### src/rtl/instr_loader_pkg.sv
// Shared types and constants for the boot-time instruction loader.
// Holds the FSM state encoding, the control-output bundle and its per-state decode.
package instr_loader_pkg;

  localparam int          LEN_W         = 16;
  localparam logic [31:0] BASE_ADDR_DEF = 32'hBFC00000;

  typedef enum logic [2:0] {
    IDLE   = 3'd0,
    LEN_LO = 3'd1,
    LEN_HI = 3'd2,
    DATA   = 3'd3,
    WRITE  = 3'd4,
    DONE   = 3'd5,
    ERR    = 3'd6
  } state_t;

  typedef struct packed {
    logic byte_ready;
    logic mem_we;
    logic cpu_rst;
    logic done;
    logic err;
  } ctl_t;

  localparam ctl_t CTL_RST = '{byte_ready: 1'b0, mem_we: 1'b0, cpu_rst: 1'b1,
                               done: 1'b0, err: 1'b0};

  // Control outputs are a pure function of the state being entered.
  function automatic ctl_t ctl_of(state_t s);
    ctl_t c;
    c.byte_ready = (s == LEN_LO) || (s == LEN_HI) || (s == DATA);
    c.mem_we     = (s == WRITE);
    c.cpu_rst    = (s != DONE);
    c.done       = (s == DONE);
    c.err        = (s == ERR);
    return c;
  endfunction

endpackage

### src/rtl/word_assembler.sv
// Collects four stream bytes into one little-endian word.
// word is the value the shift register takes if the current byte is shifted in.
module word_assembler
  import instr_loader_pkg::*;
#(
  parameter int D_WIDTH = 32
) (
  input  logic               clk,
  input  logic               rst,
  input  logic               clear,
  input  logic               shift_en,
  input  logic [7:0]         byte_data,
  output logic [D_WIDTH-1:0] word,
  output logic               word_full
);

  logic [D_WIDTH-1:0] shreg;
  logic [1:0]         cnt;

  // New bytes enter at the top, so after four shifts the first byte sits in [7:0].
  assign word      = {byte_data, shreg[D_WIDTH-1:8]};
  assign word_full = shift_en && (cnt == 2'd3);

  always_ff @(posedge clk or negedge rst) begin
    if (!rst) begin
      shreg <= '0;
      cnt   <= 2'd0;
    end else if (clear) begin
      shreg <= '0;
      cnt   <= 2'd0;
    end else if (shift_en) begin
      shreg <= word;
      cnt   <= cnt + 2'd1;
    end
  end

endmodule

### src/rtl/instr_loader.sv
// Loads a length-prefixed byte stream into instruction memory while holding the CPU in reset.
// Handshake: a byte moves on a rising edge where byte_valid and byte_ready are both 1.
module instr_loader
  import instr_loader_pkg::*;
#(
  parameter int          A_WIDTH   = 8,
  parameter int          D_WIDTH   = 32,
  parameter logic [31:0] BASE_ADDR = BASE_ADDR_DEF
) (
  input  logic               clk,
  input  logic               rst,
  input  logic               start,
  input  logic               byte_valid,
  input  logic [7:0]         byte_data,
  output logic               byte_ready,
  output logic               mem_we,
  output logic [D_WIDTH-1:0] mem_addr,
  output logic [D_WIDTH-1:0] mem_wdata,
  output logic               cpu_rst,
  output logic               done,
  output logic               err,
  output logic [2:0]         dbg_state
);

  state_t             state, state_nxt;
  ctl_t               ctl;
  logic [LEN_W-1:0]   len;
  logic [LEN_W-1:0]   n_full;
  logic [A_WIDTH:0]   idx;
  logic               accept, start_ok, shift_en, too_long, last_word;
  logic [D_WIDTH-1:0] asm_word;
  logic               word_full;

  assign byte_ready = ctl.byte_ready;
  assign mem_we     = ctl.mem_we;
  assign cpu_rst    = ctl.cpu_rst;
  assign done       = ctl.done;
  assign err        = ctl.err;
  assign dbg_state  = state;

  assign accept    = byte_valid && ctl.byte_ready;
  assign start_ok  = start && ((state == IDLE) || (state == DONE) || (state == ERR));
  assign shift_en  = accept && (state == DATA);
  assign n_full    = {byte_data, len[7:0]};
  // Index is one bit wider than A_WIDTH so a full memory of words still terminates.
  assign too_long  = int'(n_full) > (1 << A_WIDTH);
  assign last_word = (int'(idx) + 1) == int'(len);

  word_assembler #(.D_WIDTH(D_WIDTH)) u_asm (
    .clk       (clk),
    .rst       (rst),
    .clear     (start_ok),
    .shift_en  (shift_en),
    .byte_data (byte_data),
    .word      (asm_word),
    .word_full (word_full)
  );

  always_comb begin
    state_nxt = state;
    case (state)
      IDLE, DONE, ERR: if (start) state_nxt = LEN_LO;
      LEN_LO:          if (accept) state_nxt = LEN_HI;
      LEN_HI: begin
        if (accept) begin
          if (n_full == '0)  state_nxt = DONE;
          else if (too_long) state_nxt = ERR;
          else               state_nxt = DATA;
        end
      end
      DATA:    if (word_full) state_nxt = WRITE;
      WRITE:   state_nxt = last_word ? DONE : DATA;
      default: state_nxt = IDLE;
    endcase
  end

  always_ff @(posedge clk or negedge rst) begin
    if (!rst) begin
      state     <= IDLE;
      ctl       <= CTL_RST;
      len       <= '0;
      idx       <= '0;
      mem_addr  <= '0;
      mem_wdata <= '0;
    end else begin
      state <= state_nxt;
      ctl   <= ctl_of(state_nxt);
      if (start_ok) begin
        len <= '0;
        idx <= '0;
      end
      if (accept && (state == LEN_LO)) len[7:0]  <= byte_data;
      if (accept && (state == LEN_HI)) len[15:8] <= byte_data;
      // Address and data are latched on entry to WRITE and then held.
      if (word_full) begin
        mem_wdata <= asm_word;
        mem_addr  <= D_WIDTH'(BASE_ADDR) + (D_WIDTH'(idx) << 2);
      end
      if (state == WRITE) idx <= idx + (A_WIDTH+1)'(1);
    end
  end

endmodule

### config.mk
export PLATFORM = sky130hd
export DESIGN_NAME = instr_loader
export DESIGN_NICKNAME = d
export VERILOG_FILES = /design/src/rtl/instr_loader_pkg.sv /design/src/rtl/word_assembler.sv /design/src/rtl/instr_loader.sv
export SDC_FILE = /design/constraint.sdc
export NUM_CORES = 1
export LEC_CHECK = 0
export ABC_AREA = 1
export CAP_MARGIN = 5
export CORE_MARGIN = 1
export CORE_UTILIZATION = 35
export DETAILED_ROUTE_END_ITERATION = 6
export PLACE_DENSITY = 0.66
export SYNTH_ARGS = -nofsm -noshare
export SYNTH_HDL_FRONTEND = slang
export SYNTH_SLANG_ARGS = --single-unit
export TNS_END_PERCENT = 1
### constraint.sdc
create_clock -name clk -period 2.6 [get_ports clk]
set_clock_uncertainty 0.2 [all_clocks]
set_input_delay 0.52 -clock clk [delete_from_list [all_inputs] [get_ports clk]]
set_output_delay 0.52 -clock clk [all_outputs]
set_load 0.005 [all_outputs]
==> results of run 1 <==
-- synth_stat cells --
master | count | area share
sky130_fd_sc_hd__o21ai_1 | 3 | 0.0033
sky130_fd_sc_hd__o22ai_1 | 14 | 0.019
sky130_fd_sc_hd__a21oi_1 | 3 | 0.0033
sky130_fd_sc_hd__and2_1 | 1 | 0.0014
sky130_fd_sc_hd__ha_1 | 2 | 0.0056
sky130_fd_sc_hd__conb_1 | 1 | 0.00083
sky130_fd_sc_hd__nand2_1 | 154 | 0.13
sky130_fd_sc_hd__nor2_4 | 1 | 0.0025
sky130_fd_sc_hd__inv_1 | 62 | 0.052
sky130_fd_sc_hd__nor3b_1 | 1 | 0.0017
sky130_fd_sc_hd__buf_4 | 25 | 0.042
sky130_fd_sc_hd__nand2_2 | 2 | 0.0028
sky130_fd_sc_hd__clkbuf_1 | 4 | 0.0033
sky130_fd_sc_hd__nor3_4 | 1 | 0.0036
sky130_fd_sc_hd__a22oi_1 | 25 | 0.042
sky130_fd_sc_hd__dfrtp_1 | 100 | 0.56
sky130_fd_sc_hd__nand3_1 | 24 | 0.027
sky130_fd_sc_hd__dfstp_2 | 1 | 0.0058
sky130_fd_sc_hd__buf_2 | 7 | 0.0078
sky130_fd_sc_hd__nor2_1 | 27 | 0.023
sky130_fd_sc_hd__nand4_1 | 7 | 0.0097
sky130_fd_sc_hd__nor3_1 | 1 | 0.0011
sky130_fd_sc_hd__buf_6 | 1 | 0.0025
sky130_fd_sc_hd__nor2_2 | 5 | 0.0070
sky130_fd_sc_hd__inv_2 | 4 | 0.0033
sky130_fd_sc_hd__or2_2 | 1 | 0.0014
sky130_fd_sc_hd__nand2_4 | 1 | 0.0025
sky130_fd_sc_hd__nand3_2 | 2 | 0.0045
sky130_fd_sc_hd__a21oi_2 | 1 | 0.0019
sky130_fd_sc_hd__clkinv_1 | 1 | 0.00083
sky130_fd_sc_hd__o21ai_0 | 30 | 0.033
-- cell families (layout without fill, tap and decap cells) --
family / count (synthesis) / in the layout / share of synthesized area
and+or+nand+nor: 228 / 228 / 0.216
buffers and inverters: 104 / 161 / 0.111
DFF: 101 / 101 / 0.563
AOI/OAI and AO/OA: 76 / 76 / 0.103
adders and majority gates: 2 / 2 / 0.00557
other: 1 / 14 / 0.000835
-- registers in the layout, summed over array words and instances (netlist names) --
register and flops:
err 1, u_asm.cnt 2, done 1, dbg_state 3, cpu_rst 1, len 16
mem_addr 10, u_asm.shreg 24, mem_wdata 32, idx 9, mem_we 1, byte_ready 1
-- worst paths after layout --
check | start | endpoint | cells past startpoint | slack (ps)
worst max-delay path | dbg_state[1] | dbg_state[1] | 1 | 420
worst min-delay path | u_asm.shreg[15] | mem_wdata[7] | 2 | 280
max in group asynchronous | rst | u_asm.shreg[18] | 3 | 1060
worst min register to register | u_asm.shreg[15] | mem_wdata[7] | 2 | 280
min in group asynchronous | rst | mem_addr[2] | 2 | 490
worst max register to register | dbg_state[0] | u_asm.shreg[10] | 8 | 530
-- power by group --
part           switching [mW]  internal (mW)  leakage, nW  total, mW
Combinational           0.786          0.602         1.32       1.39
Sequential              0.307           1.95         1.38       2.25
Clock                   0.638          0.681        0.144       1.32
-- area by class of cell --
class / count / share of cell area
flip-flops and latches: 101 / 0.453
multi-input cells: 320 / 0.271
repair buffers: 78 / 0.138
inverters: 67 / 0.0451
clock buffers: 9 / 0.0403
well taps: 172 / 0.0386
clock inverters: 7 / 0.0139
-- through the flow --
stage          cells  setup WS, ps  hold slack [ps]  cell area [sq um]
6_report         754           415              283               5580
5_1_grt          754           315              310               5580
3_5_place_dp     737           182              263               5270
2_1_floorplan    525           803             24.4               4540
4_1_cts          754           391              283               5580
3_3_place_gp     737           229              260               5270
-- what timing repair did --
| action | 4_1_cts | 5_1_grt |
|---|---|---|
| gates resized for setup | 0 | 0 |
| hold endpoints to repair | 34 | 0 |
| buffers inserted | 0 | 0 |
| setup endpoints to repair | 0 | 0 |
| hold buffers | 1 | 0 |
-- layer usage --
metal	vias to the layer above	GRT usage
met4	0	0.0312
met1	1630	0.210
met5	-	0
met2	95	0.257
li1	1729	-
met3	11	0.0474
==> report_table.html, run 1 <==
<table>
<tr><th>Metric</th><th>Value</th></tr>
<tr><th colspan="2">Cells and area</th></tr>
<tr><td>Total area of multi-input combinational cells</td><td>~1500 sq um</td></tr>
<tr><td>Area delta synth-&gt;final</td><td>24.2%</td></tr>
<tr><td>Most frequent cells in the layout</td><td>sky130_fd_sc_hd__nand2_1 (154), sky130_fd_sc_hd__dfrtp_1 (100), sky130_fd_sc_hd__clkdlybuf4s50_1 (68)</td></tr>
<tr><td>Post-route core utilization</td><td>0.444</td></tr>
<tr><td>Register area</td><td>2530 sq um</td></tr>
<tr><td>Nets</td><td>between 500 and 600</td></tr>
<tr><td>Ratio of cells with drive above 1 in the final layout</td><td>0.0756</td></tr>
<tr><td>Number of diodes</td><td>0</td></tr>
<tr><td>Most common cell after layout, fill and taps aside</td><td>sky130_fd_sc_hd__nand2_1</td></tr>
<tr><td>Number of fill cells in the layout</td><td>about 1200</td></tr>
<tr><th colspan="2">Floorplan</th></tr>
<tr><td>Number of top-level design ports</td><td>between 80 and 90</td></tr>
<tr><td># rows</td><td>slightly above 40</td></tr>
<tr><td>Effective utilization at floorplan</td><td>0.357</td></tr>
<tr><td>Area of the core</td><td>12600 sq um</td></tr>
<tr><td>Die area</td><td>between 10000 and 15000 sq um</td></tr>
<tr><td>Floorplan die height</td><td>roughly 120 um</td></tr>
<tr><td>Die width</td><td>115 um</td></tr>
<tr><th colspan="2">Place</th></tr>
<tr><td>Post-detailed-placement half-perimeter wirelength</td><td>just over 7 mm</td></tr>
<tr><td>I/O Buffers</td><td>a little under 70</td></tr>
<tr><td>Last weighted congestion value of the routability-driven placer</td><td>0.868</td></tr>
<tr><th colspan="2">Power</th></tr>
<tr><td>Power per cell area</td><td>just under 900 nW/um^2</td></tr>
<tr><td>Peak supply drop</td><td>between 0.5 and 0.6 mV</td></tr>
<tr><td>Design Power</td><td>between 4 and 5 mW</td></tr>
<tr><td>Leakage power summed over all cells</td><td>2.84 nW</td></tr>
<tr><th colspan="2">Logic synthesis</th></tr>
<tr><td>Synth warnings</td><td>0</td></tr>
<tr><td>Sequential element share of the synthesized area</td><td>0.563</td></tr>
<tr><td>#FFs+latches synth</td><td>101</td></tr>
<tr><td>Synth Instances</td><td>around 500</td></tr>
<tr><td>Netlist area before placement</td><td>~4500 sq um</td></tr>
<tr><td>Syn avg cell area</td><td>8.78 sq um</td></tr>
<tr><td>Number of unique standard cell types used by synthesis</td><td>31</td></tr>
<tr><th colspan="2">Clocking</th></tr>
<tr><td>Clock-pin slew of the registers on the worst-case setup and hold paths</td><td>approximately 80 ps</td></tr>
<tr><td>Clock Sinks</td><td>101</td></tr>
<tr><td>Buffer type at the clock tree root</td><td>sky130_fd_sc_hd__clkbuf_16</td></tr>
<tr><td>Total CTS buffers</td><td>9</td></tr>
<tr><td>Number of H-tree levels</td><td>3</td></tr>
<tr><td>CTS tree</td><td>built</td></tr>
<tr><td>Insertion delay to the later sink of the worst-skew pair</td><td>between 300 and 400 ps</td></tr>
<tr><td>Longest Clk Path Bufs</td><td>2</td></tr>
<tr><th colspan="2">Detailed routing</th></tr>
<tr><td>Average routed wire per standard cell</td><td>around 13 um</td></tr>
<tr><td>Initial drt markers</td><td>171</td></tr>
<tr><td>Total via count after detailed routing</td><td>about 3500</td></tr>
<tr><td>Topmost layer with routed signal wires</td><td>met4</td></tr>
<tr><td>Aggregate routed wire length</td><td>between 9 and 10 mm</td></tr>
<tr><td>Number of vias per cell after detailed routing</td><td>between 4 and 5</td></tr>
<tr><td>M1 wire length</td><td>between 4 and 5 mm</td></tr>
<tr><td>DR WL met2</td><td>4.56 mm</td></tr>
<tr><td>DRC errors left</td><td>0</td></tr>
<tr><td>Met3 Wirelength</td><td>517 um</td></tr>
<tr><td>Antenna Violating Nets Remaining</td><td>0</td></tr>
<tr><td>Iteration count of the initial detailed-routing pass</td><td>4</td></tr>
<tr><th colspan="2">STA</th></tr>
<tr><td>Final hold violations</td><td>0</td></tr>
<tr><td>Crit path time final</td><td>2180 ps</td></tr>
<tr><td>Setup Total Neg Slack</td><td>0 ps</td></tr>
<tr><td>Setup repair after global routing missed its margin</td><td>no</td></tr>
<tr><td>Number of max-slew violations in the final report</td><td>0</td></tr>
<tr><td>Number of setup violations in the final report</td><td>0</td></tr>
<tr><td>Highest Clock Rate</td><td>approximately 460 MHz</td></tr>
<tr><td>Final period utilization</td><td>0.840</td></tr>
<tr><th colspan="2">Setup path</th></tr>
<tr><td>Delay of the slowest critical-path stage</td><td>~590 ps</td></tr>
<tr><td>CP Launch Type</td><td>flop</td></tr>
<tr><td>Total buffers and inverters traversed by the critical path</td><td>1</td></tr>
<tr><td>Critical Path Slowest Stage Cell</td><td>sky130_fd_sc_hd__clkdlybuf4s50_1</td></tr>
<tr><td>CP max FO</td><td>7</td></tr>
<tr><td>Dominant delay contributor by cell family on the critical path</td><td>buffers and inverters</td></tr>
<tr><td>Required time at the endpoint of the critical path</td><td>~1900 ps</td></tr>
<tr><td>Cell Chain, Critical Path</td><td>clkdlybuf4s50_1</td></tr>
<tr><td>Critical path class</td><td>flop to primary output</td></tr>
<tr><td>Worst Setup End Kind</td><td>primary output</td></tr>
<tr><td>Critical Path AT</td><td>between 1000 and 1500 ps</td></tr>
<tr><th colspan="2">Global route</th></tr>
<tr><td>Vias in the first global route</td><td>3398</td></tr>
<tr><td>Total global-route track usage</td><td>0.158</td></tr>
<tr><td>Final global-route overflow total</td><td>0</td></tr>
<tr><td>Global-route wire length before repair</td><td>roughly 17 mm</td></tr>
<tr><td>Antenna violations before repair</td><td>0</td></tr>
<tr><td>Pin count of the biggest net entering global routing</td><td>46</td></tr>
<tr><th colspan="2">Hold path</th></tr>
<tr><td>Worst min-delay path class</td><td>flop to flop</td></tr>
<tr><th colspan="2">Job</th></tr>
<tr><td>Max-capacitance violation count</td><td>0</td></tr>
<tr><th colspan="2">Run status</th></tr>
<tr><td>Status</td><td>finished clean</td></tr>
</table>
No activity file was read; power rests on OpenSTA's default activity.
==> run 2, diff against run 1 <==
--- a/config.mk
+++ b/config.mk
@@ -10,7 +10,7 @@
 export CORE_MARGIN = 1
 export CORE_UTILIZATION = 35
 export DETAILED_ROUTE_END_ITERATION = 6
-export PLACE_DENSITY = 0.66
+export PLACE_DENSITY = 0.68
 export SYNTH_ARGS = -nofsm -noshare
 export SYNTH_HDL_FRONTEND = slang
 export SYNTH_SLANG_ARGS = --single-unit
==> constraint.sdc (replaced) <==
create_clock -name clk -period 1.94 [get_ports clk]
set_clock_uncertainty 0.2 [all_clocks]
set_input_delay 0.388 -clock clk [delete_from_list [all_inputs] [get_ports clk]]
set_output_delay 0.388 -clock clk [all_outputs]
set_load 0.005 [all_outputs]
==> report_table.html, run 2 (synthesized netlist as in run 1, its figures left out) <==
<table>
<tr><th>Metric</th><th>Value</th></tr>
<tr><th colspan="2">Cells and area</th></tr>
<tr><td>Most common cell after layout, fill and taps aside</td><td>sky130_fd_sc_hd__nand2_1</td></tr>
<tr><td>Flip-flop count of the largest register after layout</td><td>32</td></tr>
<tr><td>Final cell count without fillers</td><td>just under 800</td></tr>
<tr><td>Nets</td><td>~620</td></tr>
<tr><td>Ratio of cells with drive above 1 in the final layout</td><td>0.130</td></tr>
<tr><td>Area delta synth-&gt;final</td><td>29.8%</td></tr>
<tr><td>Most frequent cells in the layout</td><td>sky130_fd_sc_hd__nand2_1 (152), sky130_fd_sc_hd__dfrtp_1 (97), sky130_fd_sc_hd__inv_1 (61)</td></tr>
<tr><td>Biggest register</td><td>mem_wdata</td></tr>
<tr><td>Largest registers in the final layout</td><td>mem_wdata (32), u_asm.shreg (24), len (16)</td></tr>
<tr><td>Number of fill cells in the layout</td><td>about 1200</td></tr>
<tr><td>Number of diodes</td><td>0</td></tr>
<tr><th colspan="2">Place</th></tr>
<tr><td>Last weighted congestion value of the routability-driven placer</td><td>~0.83</td></tr>
<tr><td>I/O Buffers</td><td>between 60 and 70</td></tr>
<tr><td>Post-Place Setup Slack</td><td>-332 ps</td></tr>
<tr><td>Post-detailed-placement half-perimeter wirelength</td><td>roughly 7.3 mm</td></tr>
<tr><td>Placed cells</td><td>roughly 760</td></tr>
<tr><th colspan="2">Setup path</th></tr>
<tr><td>Critical path class</td><td>flop to flop</td></tr>
<tr><td>Delay of the slowest critical-path stage</td><td>a little over 400 ps</td></tr>
<tr><td>CP Launch Type</td><td>flop</td></tr>
<tr><td>Cell Chain, Critical Path</td><td>buf_6 -&gt; clkinvlp_4 -&gt; nor2_4 -&gt; nand2_1 -&gt; nand2_1 -&gt; nand2_2 -&gt; nand2_1 -&gt; nand2_1 -&gt; nor2_2 -&gt; nand4_1 -&gt; nand2_2 -&gt; inv_2 -&gt; nand2_1 -&gt; inv_1</td></tr>
<tr><td>CP max FO</td><td>4</td></tr>
<tr><td>Required time at the endpoint of the critical path</td><td>about 2000 ps</td></tr>
<tr><td>Worst Setup End Kind</td><td>flop</td></tr>
<tr><td>Most frequent cell on the critical path</td><td>sky130_fd_sc_hd__nand2_1</td></tr>
<tr><td>Critical Path AT</td><td>2010 ps</td></tr>
<tr><td>Total buffers and inverters traversed by the critical path</td><td>4</td></tr>
<tr><td>Dominant delay contributor by cell family on the critical path</td><td>simple AND/OR/NAND/NOR gates</td></tr>
<tr><td>Critical Path Slowest Stage Cell</td><td>sky130_fd_sc_hd__dfrtp_1</td></tr>
<tr><th colspan="2">Global route</th></tr>
<tr><td>Global-route wire length before repair</td><td>~17 mm</td></tr>
<tr><td>Antenna violations before repair</td><td>0</td></tr>
<tr><td>Total global-route track usage</td><td>0.167</td></tr>
<tr><td>Vias in the first global route</td><td>roughly 3500</td></tr>
<tr><td>Pin count of the biggest net entering global routing</td><td>38</td></tr>
<tr><td>Final global-route overflow total</td><td>0</td></tr>
<tr><th colspan="2">Floorplan</th></tr>
<tr><td>Floorplan die height</td><td>115 um</td></tr>
<tr><td>Effective utilization at floorplan</td><td>0.357</td></tr>
<tr><td>Area of the core</td><td>~13000 sq um</td></tr>
<tr><td># rows</td><td>slightly above 40</td></tr>
<tr><td>Die area</td><td>approximately 13000 sq um</td></tr>
<tr><td>Die width</td><td>roughly 120 um</td></tr>
<tr><td>Number of top-level design ports</td><td>84</td></tr>
<tr><th colspan="2">STA</th></tr>
<tr><td>Crit path time final</td><td>1980 ps</td></tr>
<tr><td>Setup Total Neg Slack</td><td>-60.9 ps</td></tr>
<tr><td>Number of setup violations in the final report</td><td>3</td></tr>
<tr><td>Worst Setup Slack, final</td><td>-43.5 ps</td></tr>
<tr><td>Final hold violations</td><td>0</td></tr>
<tr><td>Final period utilization</td><td>1.02</td></tr>
<tr><td>Setup repair after global routing missed its margin</td><td>yes</td></tr>
<tr><td>Number of max-slew violations in the final report</td><td>0</td></tr>
<tr><td>Highest Clock Rate</td><td>~500 MHz</td></tr>
<tr><th colspan="2">Detailed routing</th></tr>
<tr><td>Iteration count of the initial detailed-routing pass</td><td>4</td></tr>
<tr><td>Total via count after detailed routing</td><td>between 3000 and 4000</td></tr>
<tr><td>Antenna Violating Nets Remaining</td><td>0</td></tr>
<tr><td>DRC errors left</td><td>0</td></tr>
<tr><td>Number of vias per cell after detailed routing</td><td>4.62</td></tr>
<tr><td>Average routed wire per standard cell</td><td>~13 um</td></tr>
<tr><td>Aggregate routed wire length</td><td>10.2 mm</td></tr>
<tr><td>Initial drt markers</td><td>slightly below 200</td></tr>
<tr><th colspan="2">Clocking</th></tr>
<tr><td>Clock Sinks</td><td>101</td></tr>
<tr><td>Clock-pin slew of the registers on the worst-case setup and hold paths</td><td>around 70 ps</td></tr>
<tr><td>CTS tree</td><td>built</td></tr>
<tr><td>Total CTS buffers</td><td>9</td></tr>
<tr><td>Number of H-tree levels</td><td>3</td></tr>
<tr><td>Insertion delay to the later sink of the worst-skew pair</td><td>340 ps</td></tr>
<tr><td>Longest Clk Path Bufs</td><td>2</td></tr>
<tr><td>Buffer type at the clock tree root</td><td>sky130_fd_sc_hd__clkbuf_16</td></tr>
<tr><th colspan="2">Power</th></tr>
<tr><td>Peak supply drop</td><td>~0.57 mV</td></tr>
<tr><td>Power per cell area</td><td>1160 nW/um^2</td></tr>
<tr><td>Leakage power summed over all cells</td><td>3.05 nW</td></tr>
<tr><th colspan="2">Run status</th></tr>
<tr><td>Failing checks</td><td>negative setup slack</td></tr>
<tr><td>Status</td><td>finished with violations</td></tr>
<tr><th colspan="2">Hold path</th></tr>
<tr><td>Worst min-delay path class</td><td>flop to flop</td></tr>
<tr><th colspan="2">Job</th></tr>
<tr><td>Max-capacitance violation count</td><td>0</td></tr>
</table>
-- run 2: changes by cell type in the layout (fill, tap and decap cells not counted), sizes merged, moves of 2 or more --
| cell | change |
|---|---|
| dlymetal6s2s | +6 |
| buf | +26 |
| dlygate4sd2 | +2 |
| clkdlybuf4s50 | -8 |
-- run 2: through the flow --
| step | area (sq um) | utilization | power (mW) | hold WS, ps |
|---|---|---|---|---|
| 6_report | 5830 | 0.464 | 6.77 | 283 |
| 5_1_grt | 5830 | 0.464 | 7.25 | 300 |
| 4_1_cts | 5770 | 0.459 | 6.77 | 286 |
| 3_5_place_dp | 5460 | 0.435 | 5.00 | 160 |
| 3_3_place_gp | 5460 | 0.435 | 4.93 | 156 |
| 2_1_floorplan | 4540 | - | 4.22 | -108 |
-- run 2: repair_timing --
action,in CTS,in global routing
pin swaps,0,1
gates resized for setup,6,13
hold buffers,1,0
endpoints found under the setup margin,14,51
setup buffers,0,2
hold endpoints to repair,27,0
-- run 2: power by group --
part / total (mW) / switching, mW / internal (mW)
clock: 1.75 / 0.817 / 0.928
sequential: 3.01 / 0.398 / 2.62
combinational: 2.01 / 1.10 / 0.910
-- run 2: worst paths after layout --
check                              from           end  slack (ps)  cells past startpoint
setup / recovery                 idx[0]    byte_ready         -40                     14
hold / removal             mem_wdata[5]  mem_wdata[5]         280                      2
setup reg to reg                 idx[0]    byte_ready         -40                     14
hold reg to reg            mem_wdata[5]  mem_wdata[5]         280                      2
max in group asynchronous           rst  mem_addr[29]         640                      3
min in group asynchronous           rst   mem_addr[2]         320                      2
-- run 2: routing by layer --
metal  GRT usage  vias up  part of all wire
li1            -     1783                 -
met1       0.221     1714              0.48
met2       0.269       99              0.47
met3      0.0369        8             0.042
met4      0.0563        0            0.0062
met5           0        -                 0
-- run 2: worst reg2reg max path, stage by stage (launching register included) --
cell and delay (ps):
sky130_fd_sc_hd__dfrtp_1 410, sky130_fd_sc_hd__buf_6 140, sky130_fd_sc_hd__clkinvlp_4 120, sky130_fd_sc_hd__nor2_4 130, sky130_fd_sc_hd__nand2_1 90, sky130_fd_sc_hd__nand2_1 90, sky130_fd_sc_hd__nand2_2 80, sky130_fd_sc_hd__nand2_1 60
sky130_fd_sc_hd__nand2_1 60, sky130_fd_sc_hd__nor2_2 120, sky130_fd_sc_hd__nand4_1 120, sky130_fd_sc_hd__nand2_2 100, sky130_fd_sc_hd__inv_2 40, sky130_fd_sc_hd__nand2_1 60, sky130_fd_sc_hd__inv_1 40
-- run 2: cell type report --
type	instances	area, sq um	share of cell area
Inverter	67	255	0.0438
Timing Repair Buffer	104	995	0.171
Multi-Input combinational cell	320	1540	0.264
Clock inverter	6	53.8	0.00923
Tap cell	172	215	0.0369
Sequential cell	101	2530	0.434
Clock buffer	10	239	0.0410
